[config.mk]
export PLATFORM = sky130hd
export DESIGN_NAME = lsu_store_queue
export DESIGN_NICKNAME = d
export VERILOG_FILES = /design/src/rtl/lsu_store_queue.sv
export SDC_FILE = /design/constraint.sdc
export NUM_CORES = 1
export LEC_CHECK = 0
export BUFFER_PORTS_ARGS = -buffer_cell sky130_fd_sc_hd__buf_2
export CAP_MARGIN = 20
export CORE_MARGIN = 5
export CORE_UTILIZATION = 25
export DETAILED_ROUTE_END_ITERATION = 16
export GPL_TIMING_DRIVEN = 0
export PLACE_DENSITY_LB_ADDON = 0.12
export SYNTH_ARGS = -nofsm -noshare
export SYNTH_HDL_FRONTEND = slang
export SYNTH_SLANG_ARGS = --single-unit
[constraint.sdc]
create_clock -name clk -period 9.69 [get_ports clk]
set_clock_uncertainty 0.05 [all_clocks]
set_input_delay 0.4845 -clock clk [delete_from_list [all_inputs] [get_ports clk]]
set_output_delay 0.4845 -clock clk [all_outputs]
set_load 0.01 [all_outputs]
[src/rtl/lsu_store_queue.sv]
// Store queue between the LSU and the data bus: holds speculative stores until commit,
// drains committed stores in order, and forwards buffered bytes to younger loads.
module lsu_store_queue #(
    parameter int unsigned DEPTH      = 4,
    parameter int unsigned ADDR_WIDTH = 32,
    parameter int unsigned DATA_WIDTH = 32,
    localparam int unsigned BE = DATA_WIDTH / 8,
    localparam int unsigned PW = $clog2(DEPTH),
    localparam int unsigned CW = PW + 1
) (
    input  logic                  clk,
    input  logic                  rst_n,
    input  logic                  flush,
    input  logic                  enq_valid,
    output logic                  enq_ready,
    input  logic [ADDR_WIDTH-1:0] enq_paddr,
    input  logic [DATA_WIDTH-1:0] enq_wrdata,
    input  logic [BE-1:0]         enq_byteenable,
    input  logic                  enq_uncached,
    input  logic                  commit_valid,
    input  logic [ADDR_WIDTH-1:0] ld_paddr,
    input  logic [BE-1:0]         ld_byteenable,
    output logic                  fwd_hit,
    output logic [DATA_WIDTH-1:0] fwd_data,
    output logic                  fwd_stall,
    output logic                  dbus_request,
    output logic [ADDR_WIDTH-1:0] dbus_paddr,
    output logic [DATA_WIDTH-1:0] dbus_wrdata,
    output logic [BE-1:0]         dbus_byteenable,
    output logic                  dbus_uncached,
    input  logic                  dbus_ready,
    output logic [CW-1:0]         count,
    output logic                  empty
);

    logic [PW-1:0] head_q, head_d, cmt_q, cmt_d, tail_q, tail_d;
    // Occupancy counters disambiguate the equal-pointer cases (full vs empty, all committed vs none).
    logic [CW-1:0] count_q, count_d, ncmt_q, ncmt_d;

    logic [ADDR_WIDTH-1:0] paddr_mem [DEPTH];
    logic [DATA_WIDTH-1:0] data_mem  [DEPTH];
    logic [BE-1:0]         be_mem    [DEPTH];
    logic                  unc_mem   [DEPTH];

    logic enq_fire, cmt_fire, drain_fire;

    assign enq_ready    = (count_q < CW'(DEPTH));
    assign empty        = (count_q == '0);
    assign count        = count_q;
    assign dbus_request = (ncmt_q != '0);

    assign dbus_paddr      = paddr_mem[head_q];
    assign dbus_wrdata     = data_mem[head_q];
    assign dbus_byteenable = be_mem[head_q];
    assign dbus_uncached   = unc_mem[head_q];

    always_comb begin
        enq_fire   = enq_valid && enq_ready && !flush;
        cmt_fire   = commit_valid && (count_q != ncmt_q);
        drain_fire = dbus_request && dbus_ready;
        head_d     = head_q + PW'(drain_fire);
        cmt_d      = cmt_q + PW'(cmt_fire);
        ncmt_d     = ncmt_q + CW'(cmt_fire) - CW'(drain_fire);
        // Flush rolls tail back to the post-commit boundary; only committed entries survive.
        if (flush) begin
            tail_d  = cmt_d;
            count_d = ncmt_d;
        end else begin
            tail_d  = tail_q + PW'(enq_fire);
            count_d = count_q + CW'(enq_fire) - CW'(drain_fire);
        end
    end

    always_ff @(posedge clk or negedge rst_n) begin
        if (!rst_n) begin
            head_q  <= '0;
            cmt_q   <= '0;
            tail_q  <= '0;
            count_q <= '0;
            ncmt_q  <= '0;
        end else begin
            head_q  <= head_d;
            cmt_q   <= cmt_d;
            tail_q  <= tail_d;
            count_q <= count_d;
            ncmt_q  <= ncmt_d;
        end
    end

    always_ff @(posedge clk) begin
        if (enq_fire) begin
            paddr_mem[tail_q] <= enq_paddr;
            data_mem[tail_q]  <= enq_wrdata;
            be_mem[tail_q]    <= enq_byteenable;
            unc_mem[tail_q]   <= enq_uncached;
        end
    end

    logic [PW-1:0]         slot;
    logic [BE-1:0]         lane_sup, cov;
    logic [DATA_WIDTH-1:0] merged;
    logic                  unc_hit;
    logic                  ld_lo_unused;

    assign ld_lo_unused = ^ld_paddr[1:0];

    // Walk oldest to youngest so a younger matching byte overwrites an older one.
    always_comb begin
        slot     = '0;
        lane_sup = '0;
        merged   = '0;
        unc_hit  = 1'b0;
        cov      = '0;
        fwd_data = '0;
        for (int i = 0; i < int'(DEPTH); i++) begin
            slot = head_q + PW'(i);
            if ((CW'(i) < count_q) &&
                (paddr_mem[slot][ADDR_WIDTH-1:2] == ld_paddr[ADDR_WIDTH-1:2])) begin
                if (unc_mem[slot]) begin
                    unc_hit = 1'b1;
                end
                for (int b = 0; b < int'(BE); b++) begin
                    if (be_mem[slot][b]) begin
                        lane_sup[b]      = 1'b1;
                        merged[b*8 +: 8] = data_mem[slot][b*8 +: 8];
                    end
                end
            end
        end
        cov = lane_sup & ld_byteenable;
        for (int b = 0; b < int'(BE); b++) begin
            fwd_data[b*8 +: 8] = cov[b] ? merged[b*8 +: 8] : 8'h00;
        end
        fwd_hit   = (cov == ld_byteenable) && (ld_byteenable != '0) && !unc_hit;
        fwd_stall = ((cov != '0) && (cov != ld_byteenable)) || unc_hit;
    end

endmodule
==> impl_metrics.csv, run 1 <==
group,metric,value,unit
place,gp_congestion,0.9208,
sta,setup_violations,0,
synth,yosys.cell_count.top_type,"edfxtp_1",
sta,drv_slew,0,
sta,finalHoldViolCount,0,
route,wirelength,79870,um
synth,yosysWarnings,0,
floorplanning,core_area,73080,um^2
sta,period_share,0.6543,
power,worst_ir_drop_vdd,0.1333,mV
worst_setup_path,required,9.16,ns
synth,netlist_area,18440,um^2
synth,synthArstFlopShare,0.04167,
place,port_buffers,195,
floorplanning,ios,220,
route,drc,0,
clocking,cts_setup_buffers,0,
sta,tns,0,ns
synth,synth_top_area_frac,0.4495,
finish,utilization,0.3029,
synth,ys_seq_area_frac,0.4657,
place,dpl.hpwl,60320,um
synth,synth_edf_count,276,
synth,synth.avg_cell_area,11.43,um^2
clocking,htreeDepth,2,
clocking,clk_pin_slew,0.07,ns
job,maxCapViolCount,0,
route,vias,14990,
synth,synth_top_area_cell,"edfxtp_1",
clocking,cts_max_path_buffers,3,
finish,drive_above_1_share,0.2478,
synth,synthTopCellsByArea,"edfxtp_1, mux2i_1, mux2_2, xnor2_1, nor2_1",
global_routing,grt_pass1_wl,112600,um
synth,synth-main-ff-cell,"edfxtp_1",
floorplanning,die_area,79290,um^2
finish,area_growth,20.05,%
synth,syn_nets,1735,
worst_setup_path,path_max_fanout,10,
worst_setup_path,start_kind,"flip-flop",
synth,synthTopCellsByCount,"edfxtp_1, mux2i_1, nor2_1",
clocking,cts_buffers,38,
floorplanning,die_h,281.6,um
worst_setup_path,r2r_slack,6.04,ns
power,powerDensity,294.6,nW/um^2
route,drt_iter0_markers,1383,
run_status,status,"complete, no violations",
sta,maxSlewHeadroom,0.2909,
worst_hold_path,hp-class,"in -> reg",
synth,synth_cell_types,81,
finish,nets,1994,
global_routing,grt_pass1_vias,14970,
clocking,cts_sinks,288,
floorplanning,fp-row-count,99,
sta,worst_pin_slew,1.054,ns
sta,fin_crit,6.340,ns
sta,rsz0062_at_grt,"no",
synth,ys_ff_latch,288,
floorplanning,die_width,281.6,um
global_routing,grt_start_max_net_pins,38,
route,drt-wirelength-per-cell,27.91,um
global_routing,grt_overflow,0,
route,route.antenna.remaining_nets,0,
route,first_pass_iters,5,
clocking,cts_tree,"yes",
worst_setup_path,crit_type,"reg -> out",
synth,synth_cells,1613,
global_routing,globalRouteTotalUtil,0.1949,
route,vias_per_cell,5.238,
sta,fmax,0.1577,GHz
power,power.leakage,8.067,nW
worst_setup_path,cp_data_arrival_time,5.81,ns
finish,nFillCells,7556,
clocking,clkLatencyLatePin,0.56,ns
floorplanning,start_util,0.2523,
worst_setup_path,setup.worst_path.end_class,"primary output",
clocking,cts_root_buffer,"clkbuf_16",
global_routing,antenna_found_initial,17,
[routing by layer]
layer  GRT usage  wire length (um)
met2      0.3084             36250
met4     0.05159              1969
met3     0.03917              5284
met1      0.2741             36240
met5           0               126
[layout make-up]
type	count	area (um^2)	share of cell area
buffer	123	660.6	0.02984
multi-input combinational	1140	8981	0.4057
tap	959	1200	0.05420
inverter	62	232.7	0.01051
timing repair buffer	219	1295	0.05850
clock buffer	44	994.7	0.04493
clock inverter	21	170.2	0.007687
antenna	6	15.01	0.0006782
sequential	288	8588	0.3879
[worst max-delay path: stages (launching register included)]
cell	delay, ns
dfrtp_1	0.35
buf_2	0.33
buf_4	0.33
buf_2	0.30
buf_2	0.39
buf_2	0.40
o221ai_1	0.19
a211oi_1	0.53
o2111ai_1	0.47
nor4b_1	0.61
o311ai_2	0.46
o221ai_1	0.30
a31oi_1	0.11
nor2_1	0.26
buf_2	0.19
[cells in the final DEF, fill, tap and decap left out, drive strengths merged, types with 6 or more instances in the layout]
| master | instances |
|---|---|
| a211oi | 41 |
| a21oi | 53 |
| a221oi | 13 |
| a31oi | 33 |
| and2 | 7 |
| buf | 286 |
| clkbuf | 99 |
| clkinv | 14 |
| dfrtp | 12 |
| diode | 6 |
| edfxtp | 276 |
| ha | 9 |
| inv | 64 |
| mux2 | 92 |
| mux2i | 224 |
| mux4 | 17 |
| nand2 | 90 |
| nand2b | 37 |
| nand3 | 10 |
| nand4 | 16 |
| nor2 | 122 |
| nor3 | 21 |
| nor4 | 16 |
| o2111ai | 8 |
| o21a | 6 |
| o21ai | 83 |
| o221ai | 45 |
| o22ai | 7 |
| or3 | 8 |
| xnor2 | 94 |
| xor2 | 15 |
[what timing repair did]
| item | CTS | global route |
|---|---|---|
| endpoints found under the hold margin | 12 | 0 |
| gates resized for setup | 0 | 0 |
| hold buffers | 1 | 0 |
[power breakdown]
group	switching [W]	internal, W
logic	0.00233	0.00128
clock network	0.000578	0.000768
registers	0.0000714	0.00149
total	0.00298	0.00354
[worst paths after layout]
path / from / end / cells after the start
max: head_q[0]$_DFF_PN0_ / fwd_data[29] / 14
min: enq_paddr[23] / paddr_mem[3][23]$_DFFE_PP_ / 1
max reg2reg: head_q[1]$_DFF_PN0_ / head_q[1]$_DFF_PN0_ / 11
min reg2reg: cmt_q[1]$_DFF_PN0_ / cmt_q[1]$_DFF_PN0_ / 1
max in group asynchronous: rst_n / head_q[0]$_DFF_PN0_ / 2
min in group asynchronous: rst_n / tail_q[0]$_DFF_PN0_ / 2
[flip-flops by register name, summed over array words and instances, names as in the netlist]
signal / cells
data_mem: 128
paddr_mem: 128
be_mem: 16
unc_mem: 4
count: 3
ncmt_q: 3
cmt_q: 2
head_q: 2
tail_q: 2
[logic make-up (layout without fill, tap and decap cells)]
kind of cell | Yosys count | after routing | synth area share
flops | 288 | 288 | 0.4657
compound gates | 343 | 343 | 0.1329
fa+ha+maj | 11 | 11 | 0.008278
xor+xnor | 109 | 109 | 0.05177
other cells | 0 | 6 | 0
simple gates | 344 | 344 | 0.09180
buf+inv | 185 | 469 | 0.04845
mux | 333 | 333 | 0.2011
[metrics by stage]
step	instances	power, W	worst slack (ns)	area (um^2)	hold slack [ns]
detailed placement	2790	0.005177	3.920	20950	0.3457
global placement	2767	0.005170	-3.107	20620	0.3395
finish	2862	0.006521	3.350	22140	0.07573
CTS	2856	0.006562	3.299	22120	0.04209
global route	2858	0.006842	2.964	22130	0.05343
floorplan	1613	0.003789	3.090	18440	0.1389
No activity file was read; power rests on OpenSTA's default activity.
==> run 2: changes to the inputs <==
Clock period 9.69 ns to 5.7 ns, I/O delays scaled along.
==> run 2 against run 1 <==
- combinational power grew 72%
- critical path depth stayed put
- non-clock buffer count rose by 67
- largest cell class unchanged
- largest power group unchanged
- highest routed layer unchanged
==> impl_metrics.csv, run 2 (synthesis gave the netlist of run 1 again) <==
group,metric,value,unit
place,gp_congestion,0.9139,
sta,setup_violations,0,
power,worst_ir_drop_vdd,0.2004,mV
finish,nets,2060,
sta,hold_slack,0.08346,ns
finish,utilization,0.3155,
power,power.leakage,8.446,nW
global_routing,grt_start_max_net_pins,44,
finish,layoutNonFillerInstCount,2928,
clocking,cts_sinks,288,
worst_setup_path,cp_data_arrival_time,5.19,ns
route,wirelength,79270,um
route,drc,0,
sta,setup_ws,0.1770,ns
route,wl_met1,36190,um
sta,drv_slew,0,
global_routing,grt_pass1_vias,15520,
finish,layout_common_cells,"edfxtp_1, buf_2, mux2i_1",
global_routing,grt_overflow,0,
worst_setup_path,r2r_slack,2.07,ns
floorplanning,die_h,281.6,um
clocking,cts_tree,"yes",
global_routing,globalRouteTotalUtil,0.1936,
global_routing,grt_pass1_wl,112500,um
worst_setup_path,r2r_start,"head_q[1]$_DFF_PN0_",
power,power.total,0.01120,W
route,vias,15200,
sta,rsz0062_at_grt,"no",
clocking,clkLatencyLatePin,0.55,ns
place,dpl.hpwl,60310,um
clocking,clk_pin_slew,0.06,ns
floorplanning,start_util,0.2523,
floorplanning,die_area,79290,um^2
worst_setup_path,required,5.37,ns
clocking,cts_max_path_buffers,3,
clocking,htreeDepth,2,
sta,finalHoldViolCount,0,
clocking,cts_root_buffer,"clkbuf_16",
sta,worst_pin_slew,1.100,ns
run_status,status,"complete, no violations",
sta,maxSlewHeadroom,0.2617,
route,highest-signal-layer,"met5",
sta,fmax,0.1811,GHz
route,first_pass_iters,5,
worst_setup_path,start_kind,"flip-flop",
worst_hold_path,hold_end,"cmt_q[0]$_DFF_PN0_",
route,vias_per_cell,5.190,
place,dp_cells,2783,
clocking,cts_buffers,37,
route,drt_iter0_markers,1226,
place,port_buffers,195,
finish,drive_above_1_share,0.2463,
finish,mostFrequentLayoutCell,"edfxtp_1",
job,maxCapViolCount,0,
place,place_ws,0.1879,ns
finish,reg_top3,"data_mem: 128 flops, paddr_mem: 128 flops, be_mem: 16 flops",
worst_setup_path,cp-startpoint,"head_q[0]$_DFF_PN0_",
worst_setup_path,setup.worst_path.end_class,"primary output",
route,wl_met2,35890,um
worst_hold_path,hp-class,"in -> reg",
worst_hold_path,min_from,"commit_valid",
sta,fin_crit,5.523,ns
worst_setup_path,reg2reg_depth,11,
global_routing,antenna_found_initial,11,
floorplanning,core_area,73080,um^2
sta,period_share,0.9689,
worst_setup_path,r2r_end,"head_q[1]$_DFF_PN0_",
worst_hold_path,min_path_cells,4,
floorplanning,ios,220,
worst_setup_path,crit_type,"reg -> out",
route,met3_wirelength,4964,um
power,powerDensity,485.6,nW/um^2
floorplanning,die_width,281.6,um
worst_setup_path,path_max_fanout,10,
floorplanning,fp-row-count,99,
route,route.antenna.remaining_nets,0,
finish,area_growth,25.02,%
route,drt-wirelength-per-cell,27.07,um
[run 2: layout make-up]
class,count,area (um^2)
fillers,7468,50030
multi-input cells,1140,9091
repair buffers,286,2069
clock buffers,40,958.4
clock inverters,26,229.0
inverters,62,232.7
diodes,4,10.01
well taps,959,1200
plain buffers,123,675.6
flip-flops and latches,288,8588
[run 2: worst max path at each step]
stage	to	slack [ns]
final	fwd_data[0]	0.18
after global routing	fwd_data[0]	0.03
after CTS	fwd_data[0]	0.04
after detailed placement	fwd_data[29]	0.19
after global placement	data_mem[2][19]$_DFFE_PP_	-2.41
after floorplan	be_mem[2][0]$_DFFE_PP_	1.31
[run 2: critical path: stages (launching register included)]
cell       delay [ns]
dfrtp_1          0.38
buf_2            0.24
inv_1            0.23
buf_4            0.25
buf_4            0.29
buf_4            0.29
mux2i_2          0.50
xnor2_1          0.23
o2111ai_1        0.50
nor4b_2          0.53
o311ai_4         0.31
o221ai_1         0.26
a31oi_1          0.12
nor2_1           0.28
buf_2            0.20
[run 2: metrics by stage]
stage | TNS [ns] | instance area (um^2)
floorplan | 0 | 18450
global placement | -403.06 | 20630
detailed placement | 0 | 20980
CTS | 0 | 22940
global route | 0 | 23050
finish | 0 | 23050
[run 2: repair_timing]
| action | 4_1_cts | 5_1_grt |
|---|---|---|
| setup endpoints to repair | 36 | 28 |
| hold buffers | 70 | 0 |
| buffers inserted | 1 | 4 |
| hold endpoints to repair | 288 | 0 |
| pin swaps | 1 | 2 |
| gates resized for setup | 14 | 16 |
[run 2: routing by layer]
layer / track usage / up-vias
met5: 0 / -
met4: 0.05410 / 12
met3: 0.03122 / 121
met2: 0.3084 / 551
met1: 0.2742 / 7697
li1: - / 6815
[run 2: report_power, final]
| part | total (W) | internal (W) | switching [W] |
|---|---|---|---|
| Clock | 0.00232 | 0.00135 | 0.000969 |
| Sequential | 0.00266 | 0.00254 | 0.000124 |
| Combinational | 0.00621 | 0.00222 | 0.00398 |
